`src/rtl/until_monitor_pkg.sv`:
```
// Shared types and fail-cause codes for the until_monitor run-time property checker.
package until_monitor_pkg;

  typedef enum logic [1:0] {
    IDLE  = 2'd0,
    RUN   = 2'd1,
    DRAIN = 2'd2
  } state_t;

  localparam logic [1:0] FAIL_B  = 2'b01;
  localparam logic [1:0] FAIL_C  = 2'b10;
  localparam logic [1:0] FAIL_BC = 2'b11;

endpackage

```
`src/rtl/until_monitor_if.sv`:
```
// Trace inputs and result outputs of until_monitor; master = trace driver, slave = monitor.
interface until_monitor_if #(
  parameter int unsigned CNT_W = 8
) ();

  logic             a;
  logic             b;
  logic             c;
  logic             d;
  logic             busy;
  logic             pass;
  logic             fail;
  logic [1:0]       fail_cause;
  logic [CNT_W-1:0] pass_count;
  logic [CNT_W-1:0] fail_count;
  logic [CNT_W-1:0] ignored_count;

  modport master (
    output a, b, c, d,
    input  busy, pass, fail, fail_cause, pass_count, fail_count, ignored_count
  );

  modport slave (
    input  a, b, c, d,
    output busy, pass, fail, fail_cause, pass_count, fail_count, ignored_count
  );

endinterface

```
`src/rtl/sat_counter.sv`:
```
// Event counter that sticks at all-ones instead of wrapping.
module sat_counter #(
  parameter int unsigned W = 8
) (
  input  logic         clock,
  input  logic         reset,
  input  logic         inc,
  output logic [W-1:0] count
);

  always_ff @(posedge clock) begin
    if (reset) begin
      count <= '0;
    end else if (inc && (count != {W{1'b1}})) begin
      count <= count + W'(1);
    end
  end

endmodule

```
`src/rtl/until_monitor.sv`:
```
// Checks "$rose(a) |=> (b ##2 c) until[_with] d[*2]" (weak) and reports per-attempt
// pass/fail pulses plus saturating pass/fail/ignored-trigger counters.
module until_monitor
  import until_monitor_pkg::*;
#(
  parameter bit          UNTIL_WITH = 1'b0,
  parameter int unsigned CNT_W      = 8
) (
  input  logic           clock,
  input  logic           reset,
  until_monitor_if.slave mon
);

  state_t     state;
  state_t     state_next;
  logic       a_prev;
  logic       d_prev;
  logic       d_prev_valid;
  logic [1:0] c_pipe;  // [0]: check pushed last cycle, [1]: check due this cycle
  logic       rise;
  logic       released;
  logic       push;
  logic       b_viol;
  logic       c_viol;
  logic       viol;
  logic       pass_c;
  logic [1:0] cause_c;
  logic       pass_q;
  logic       fail_q;
  logic [1:0] cause_q;

  assign rise = mon.a & ~a_prev;

  always_ff @(posedge clock) begin
    if (reset) begin
      state <= IDLE;
    end else begin
      state <= state_next;
    end
  end

  always_comb begin
    state_next = state;
    unique case (state)
      IDLE:  if (rise) state_next = RUN;
      RUN: begin
        if (viol) begin
          state_next = IDLE;
        end else if (released) begin
          state_next = (push | c_pipe[0]) ? DRAIN : IDLE;
        end
      end
      DRAIN: if (viol || !c_pipe[0]) state_next = IDLE;
      default: state_next = IDLE;
    endcase
  end

  // Obligation, violation and verdict for the current cycle.
  always_comb begin
    released = 1'b0;
    push     = 1'b0;
    b_viol   = 1'b0;
    c_viol   = 1'b0;
    cause_c  = 2'b00;
    if (state == RUN) begin
      released = d_prev_valid & d_prev & mon.d;
      push     = ~released | UNTIL_WITH;
      b_viol   = push & ~mon.b;
    end
    if (state != IDLE) begin
      c_viol = c_pipe[1] & ~mon.c;
    end
    viol = b_viol | c_viol;
    if (b_viol && c_viol) begin
      cause_c = FAIL_BC;
    end else if (b_viol) begin
      cause_c = FAIL_B;
    end else if (c_viol) begin
      cause_c = FAIL_C;
    end
    pass_c = ~viol & (((state == RUN) & released & ~push & ~c_pipe[0]) |
                      ((state == DRAIN) & ~c_pipe[0]));
  end

  always_ff @(posedge clock) begin
    if (reset) begin
      a_prev       <= 1'b0;
      d_prev       <= 1'b0;
      d_prev_valid <= 1'b0;
      c_pipe       <= 2'b00;
      pass_q       <= 1'b0;
      fail_q       <= 1'b0;
      cause_q      <= 2'b00;
    end else begin
      a_prev       <= mon.a;
      d_prev       <= mon.d;
      d_prev_valid <= (state == RUN) && (state_next == RUN);
      c_pipe       <= viol ? 2'b00 : {c_pipe[0], push};
      pass_q       <= pass_c;
      fail_q       <= viol;
      cause_q      <= cause_c;
    end
  end

  assign mon.busy       = (state != IDLE);
  assign mon.pass       = pass_q;
  assign mon.fail       = fail_q;
  assign mon.fail_cause = cause_q;

  sat_counter #(.W(CNT_W)) u_pass_cnt (
    .clock (clock),
    .reset (reset),
    .inc   (pass_c),
    .count (mon.pass_count)
  );

  sat_counter #(.W(CNT_W)) u_fail_cnt (
    .clock (clock),
    .reset (reset),
    .inc   (viol),
    .count (mon.fail_count)
  );

  sat_counter #(.W(CNT_W)) u_ign_cnt (
    .clock (clock),
    .reset (reset),
    .inc   (rise & (state != IDLE)),
    .count (mon.ignored_count)
  );

endmodule

```
`src/flat_wrapper.sv`:
```
// flat-port wrapper written by rule: the top's interface ports become plain ports
module until_monitor_flat import until_monitor_pkg::*;
#(
  parameter bit          UNTIL_WITH = 1'b0,
  parameter int unsigned CNT_W      = 8
)
  (clock, reset, mon_a, mon_b, mon_c, mon_d, mon_busy, mon_pass, mon_fail, mon_fail_cause, mon_pass_count, mon_fail_count, mon_ignored_count);
  until_monitor_if #(.CNT_W(CNT_W)) mon_i ();
  input  logic clock;
  input  logic reset;
  input wire logic [$bits(mon_i.a)-1:0] mon_a;
  input wire logic [$bits(mon_i.b)-1:0] mon_b;
  input wire logic [$bits(mon_i.c)-1:0] mon_c;
  input wire logic [$bits(mon_i.d)-1:0] mon_d;
  output wire logic [$bits(mon_i.busy)-1:0] mon_busy;
  output wire logic [$bits(mon_i.pass)-1:0] mon_pass;
  output wire logic [$bits(mon_i.fail)-1:0] mon_fail;
  output wire logic [$bits(mon_i.fail_cause)-1:0] mon_fail_cause;
  output wire logic [$bits(mon_i.pass_count)-1:0] mon_pass_count;
  output wire logic [$bits(mon_i.fail_count)-1:0] mon_fail_count;
  output wire logic [$bits(mon_i.ignored_count)-1:0] mon_ignored_count;
  assign mon_i.a = mon_a;
  assign mon_i.b = mon_b;
  assign mon_i.c = mon_c;
  assign mon_i.d = mon_d;
  assign mon_busy = mon_i.busy;
  assign mon_pass = mon_i.pass;
  assign mon_fail = mon_i.fail;
  assign mon_fail_cause = mon_i.fail_cause;
  assign mon_pass_count = mon_i.pass_count;
  assign mon_fail_count = mon_i.fail_count;
  assign mon_ignored_count = mon_i.ignored_count;
  until_monitor #(.UNTIL_WITH(UNTIL_WITH), .CNT_W(CNT_W)) u_core (.clock(clock), .reset(reset), .mon(mon_i));
endmodule
```
`config.mk`:
```
export PLATFORM = sky130hd
export DESIGN_NAME = until_monitor_flat
export DESIGN_NICKNAME = d
export VERILOG_FILES = /design/src/rtl/until_monitor_pkg.sv /design/src/rtl/until_monitor_if.sv /design/src/rtl/sat_counter.sv /design/src/rtl/until_monitor.sv /design/src/flat_wrapper.sv
export SDC_FILE = /design/constraint.sdc
export NUM_CORES = 1
export LEC_CHECK = 0
export BUFFER_PORTS_ARGS = -buffer_cell sky130_fd_sc_hd__buf_2
export CORE_ASPECT_RATIO = 1.5
export CORE_MARGIN = 3
export CORE_UTILIZATION = 44
export DETAILED_ROUTE_END_ITERATION = 16
export GPL_ROUTABILITY_DRIVEN = 1
export PLACE_DENSITY = 0.67
export RECOVER_POWER = 25
export SLEW_MARGIN = 30
export SYNTH_ARGS = -nofsm -noshare
export SYNTH_HDL_FRONTEND = slang
export SYNTH_SLANG_ARGS = --single-unit
```
`constraint.sdc`:
```
create_clock -name clock -period 2.1 [get_ports clock]
set_clock_uncertainty 0.2 [all_clocks]
set_input_delay 0.42 -clock clock [delete_from_list [all_inputs] [get_ports clock]]
set_output_delay 0.42 -clock clock [all_outputs]
set_load 0.02 [all_outputs]
```
# Word-level counts from Yosys, hierarchy flattened
# Cells that the tools add are included.
# totals
ff_bits,35
inputBits,6
out_inout_bits,29
elab_cells,64
# classes
add_sub_neg,3
eq_ne,6
n_mux,13
n_bitwise,21
n_reduce_logical,10
# op_table
cell,n
8-bit by 1-bit adder with 8-bit output (second input constant),3
8-bit != test (second input constant),3
2-bit two-way mux,8
1-bit bitwise AND,11
1-bit inverter,7
2-bit one-hot mux with 3 select lines,1
1-bit logical AND,5
2-bit by 1-bit == test with 1-bit output (second input constant),2
1-bit two-way mux,4
1-bit OR,3
2-bit == test (second input constant),1
2-bit zero test,1
2-bit nonzero test,1
2-bit OR reduction,1
1-bit zero test,1
1-bit logical OR,1

# Depth between registers and ports, before layout
# depth
word_depth,11
ltp_mapped,7
mapped_depth_nobuf,6

# Hierarchy
# From an unflattened synthesis, not the netlist that was laid out.
# unflattened
hier_cells,176
area_unflattened_um2,1679.1
# by_module_without_submodules
module,instances,cells_per_inst,area_per_inst_um2,seq_area_each_um2
sat_counter,3,46,430.4,160.2
until_monitor,1,38,387.9,220.2

# Worst setup path before layout
# OpenSTA, ideal clock, no wires.
# synth_timing
path_kind,register to register
from,reg u_core.u_fail_cnt.count[0]
to,reg u_core.u_fail_cnt.count[5]
arrival_time_ns,1.623
setup_slack_ns,0.149
path_stages_with_launch,8
path_cell_list,dfxtp_1 > ha_1 > and3_1 > and3_1 > clkbuf_1 > nor4b_4 > xnor2_1 > nor2_1
# synth_between
elab_chain_len,2
elab_cells_between_ends,3
cone_classes,add/sub: 1; eq/ne: 1; reduce/logical: 1
# synth_rtl
item,line_no,source
"start, declared",sat_counter.sv:8,output logic [W-1:0] count
"start signal, assigned",sat_counter.sv:15,count <= count + W'(1);
"parallel branches: the longest is 2 deep, another holds 8-bit by 1-bit adder with 8-bit output",n/a,
# Parallel ways; which one is timed is not known.
# A chain may end at the register's enable or synchronous reset.

# Final worst setup path
# layout_timing
from,reg u_core.state[1]
to,reg u_core.u_pass_cnt.count[5]
# layout_between
elab_chain_len,8
elab_cells_between_ends,17
cone_classes,eq/ne: 2; mux: 4; bitwise: 9; reduce/logical: 2
# layout_rtl
item,line_no,source
"start, declared",until_monitor.sv:14,state_t state;
"start signal, assigned",until_monitor.sv:38,state <= state_next;
2-bit by 1-bit == test with 1-bit output,"until_monitor.sv:65, until_monitor.sv:81",
1-bit two-way mux,until_monitor.sv:65,if (state == RUN) begin
1-bit bitwise AND or 1-bit inverter (tied branches),until_monitor.sv:81,pass_c = ~viol & (((state == RUN) & released & ~push & ~c_pipe[0]) |
1-bit bitwise AND (2 in series),until_monitor.sv:81,
1-bit OR,until_monitor.sv:81,
1-bit bitwise AND *,until_monitor.sv:81,
1-bit logical AND *,sat_counter.sv:14,end else if (inc && (count != {W{1'b1}})) begin
"end signal, assigned",sat_counter.sv:15,
"end, declared",sat_counter.sv:8,
# Every way passes the cells marked *; elsewhere a longest branch is shown, timed or not.

==> flow_summary.yaml <==
layout:
  area_delta_synth_final_pct: 19.1
  n_antenna_cell: 0
  multi_input_area_um2: 848
  nNetsFinal: 212
  num-fill-cells: 338
  fin_cells: 246
  final_layout_size_suffix_gt1_frac: 0.235
  seq_area_um2: 701
synth:
  ys_ff_latch: 35
  synth_nets: 175
  syn_avg_cell_area_um2: 9.65
  syn_area_um2: 1600
  postSynth.asyncResetShare: 0
  yosys_most_used_dff: "dfxtp_1"
  synth_top_area_frac: 0.438
  synthTopCellsByArea: "dfxtp_1 (44%), xnor2_1 (7.7%), nor2_1 (5.4%)"
  yosysTopAreaCell: "dfxtp_1"
  synth_cells: 166
  synthDistinctLibCells: 42
  synth-seq-area-share: 0.438
  yosys_warnings: 0
  synth_edf_count: 0
  yosysMostFrequentCell: "dfxtp_1"
  synth_commonest_cells: "dfxtp_1 (35), nor2_1 (23), xnor2_1 (14)"
timing:
  fin_crit_sh: 0.930
  report.final.hold_viol_count: 0
  finalSetupViolCount: 0
  period_needed_ns: 1.95
  worstMarginPinSlew_ns: 0.460
  rsz0062_at_grt: "false"
  slew_headroom: 0.692
  fmax_mhz: 512
  slew_violations: 0
  timing.setup.tns_ns: 0
  setup_slack_ns: 0.147
floorplanning:
  io_pins: 35
  die-height_um: 79.9
  num_rows: 26
  coreArea_um2: 3450
  die_area_um2: 4410
  die_w_um: 55.3
  initial_core_util: 0.464
grt:
  grt-busiest-layer: "met2"
  grt.met3_usage: 0.0502
  grt_usage: 0.161
  grt_pass1_wl_mm: 5.74
  grt_overflow: 0
  grt_pass1_vias: 1343
  use_met2: 0.296
  antenna_found_initial: 0
  grt_max_degree: 24
  use_met1: 0.165
placement:
  hpwl_mm: 2.46
  io_buffers: 34
  place_inst: 238
  place_ws_ns: 0.0760
  place.gp.congestion: 0.850
cts:
  htree_levels: 2
  clockRootBuffer: "clkbuf_8"
  post_cts_buffers: 0
  cts_tree: "yes"
  cts_max_path_buffers: 2
  path_clk_slew_ns: 0.06
  cts.sinks: 35
  ctsHoldBuffers: 0
  clkLatencyLatePin_ns: 0.28
  cts_buffers: 5
  cts_resized: 0
worst_setup_path:
  critPathArrivalTime_ns: 1.92
  crit_path_start_kind: "flip-flop"
  worstPathRequired_ns: 2.06
  cp-end-kind: "flip-flop"
  worstPathMaxFanout: 11
  crit_type: "reg -> reg"
power:
  p_per_area_nw_per_um2: 719
  leakage_uw: 0.000726
  ir_drop_v: 0.000505
detailed_routing:
  drtAntennaViolNets: 0
  via_count: 1344
  drtPass1Iterations: 4
  post-route-drc-count: 0
  wirelength_mm: 3.25
  wl_per_cell_um: 13.2
  post_drt_via_cell_ratio: 5.46
  drtIter0Drc: 38
status:
  outcome: "completed"
worst_hold_path:
  hold_class: "in -> reg"
run:
  drv_cap: 0
## routing by layer
| metal | up-vias | wire length [um] |
|---|---|---|
| met1 | 644 | 1320 |
| met5 | - | 0 |
| li1 | 658 | - |
| met2 | 38 | 1710 |
| met4 | 0 | 42 |
| met3 | 4 | 172 |
## cells in the final DEF (no fill, tap or decap), types with 2 or more instances in the layout
cell type	count
xnor2_1	14
nand4_1	4
and3_1	4
nand2b_1	4
nor4_1	3
buf_2	22
nand3_1	9
clkbuf_1	12
mux2i_1	2
nor4_2	2
o21ai_0	3
nor2b_1	3
dfxtp_1	35
nor3_2	3
ha_1	3
nor3_1	6
buf_4	2
nor2_1	23
or3_1	3
a21oi_1	5
clkbuf_8	6
inv_1	5
nand2_1	6
nor3b_2	3
nand3b_1	2
## worst max-delay path: stages, from the launching register on
cell and delay, ns:
dfxtp_1 0.39, nand2b_1 0.28, o32ai_2 0.11, buf_4 0.20
nor4_2 0.42, a21o_1 0.18, a21oi_1 0.05
## flip-flops by register name (all words and copies together) (netlist names)
| signal | cells |
|---|---|
| u_core.a_prev | 1 |
| u_core.mon.fail_cause | 2 |
| u_core.c_pipe | 2 |
| u_core.mon.pass | 1 |
| u_core.u_fail_cnt.count | 8 |
| u_core.d_prev | 1 |
| u_core.u_ign_cnt.count | 8 |
| u_core.d_prev_valid | 1 |
| u_core.u_pass_cnt.count | 8 |
| u_core.state | 2 |
| u_core.mon.fail | 1 |
## stage by stage
stage | cell area, um^2 | utilization | total power (uW) | hold WS (ns)
after detailed placement | 1810 | 0.524 | 780 | 0.294
final | 1910 | 0.553 | 1370 | 0.174
after CTS | 1920 | 0.558 | 1390 | 0.171
after global placement | 1810 | 0.524 | 778 | 0.284
after floorplan | 1600 | - | 756 | 0.299
after global routing | 1910 | 0.553 | 1430 | 0.181
## logic make-up (layout without fill, tap and decap cells)
group / Yosys count / after routing / share of synthesized area
XOR/XNOR: 15 / 15 / 0.0820
multiplexers: 2 / 2 / 0.0125
AO/OA/AOI/OAI: 18 / 18 / 0.0977
adder cells (fa/ha/maj): 3 / 3 / 0.0234
flip-flops: 35 / 35 / 0.437
buffers and inverters: 11 / 49 / 0.0328
AND/OR/NAND/NOR: 82 / 82 / 0.314
## final cells by class
type / count / area share
clock buffer: 6 / 0.0433
timing repair buffer: 36 / 0.0892
tap: 42 / 0.0275
multi-input combinational: 120 / 0.445
sequential: 35 / 0.367
inverter: 5 / 0.00984
clock inverter: 2 / 0.0184
## worst paths after layout
| kind | start | end | slack (ns) | cells after the start |
|---|---|---|---|---|
| setup / recovery | u_core.state[1] | u_core.u_pass_cnt.count[5] | 0.15 | 6 |
| hold / removal | mon_a | u_core.a_prev | 0.17 | 2 |
| setup reg to reg | u_core.state[1] | u_core.u_pass_cnt.count[5] | 0.15 | 6 |
| hold reg to reg | u_core.u_fail_cnt.count[6] | u_core.u_fail_cnt.count[6] | 0.30 | 2 |
## report_power, final
| part | switching (uW) | internal, uW |
|---|---|---|
| registers | 8.75 | 675 |
| clock network | 224 | 384 |
| logic | 51.2 | 29.3 |
| total | 284 | 1090 |
Note: power is estimated with default switching activity, not from simulation.
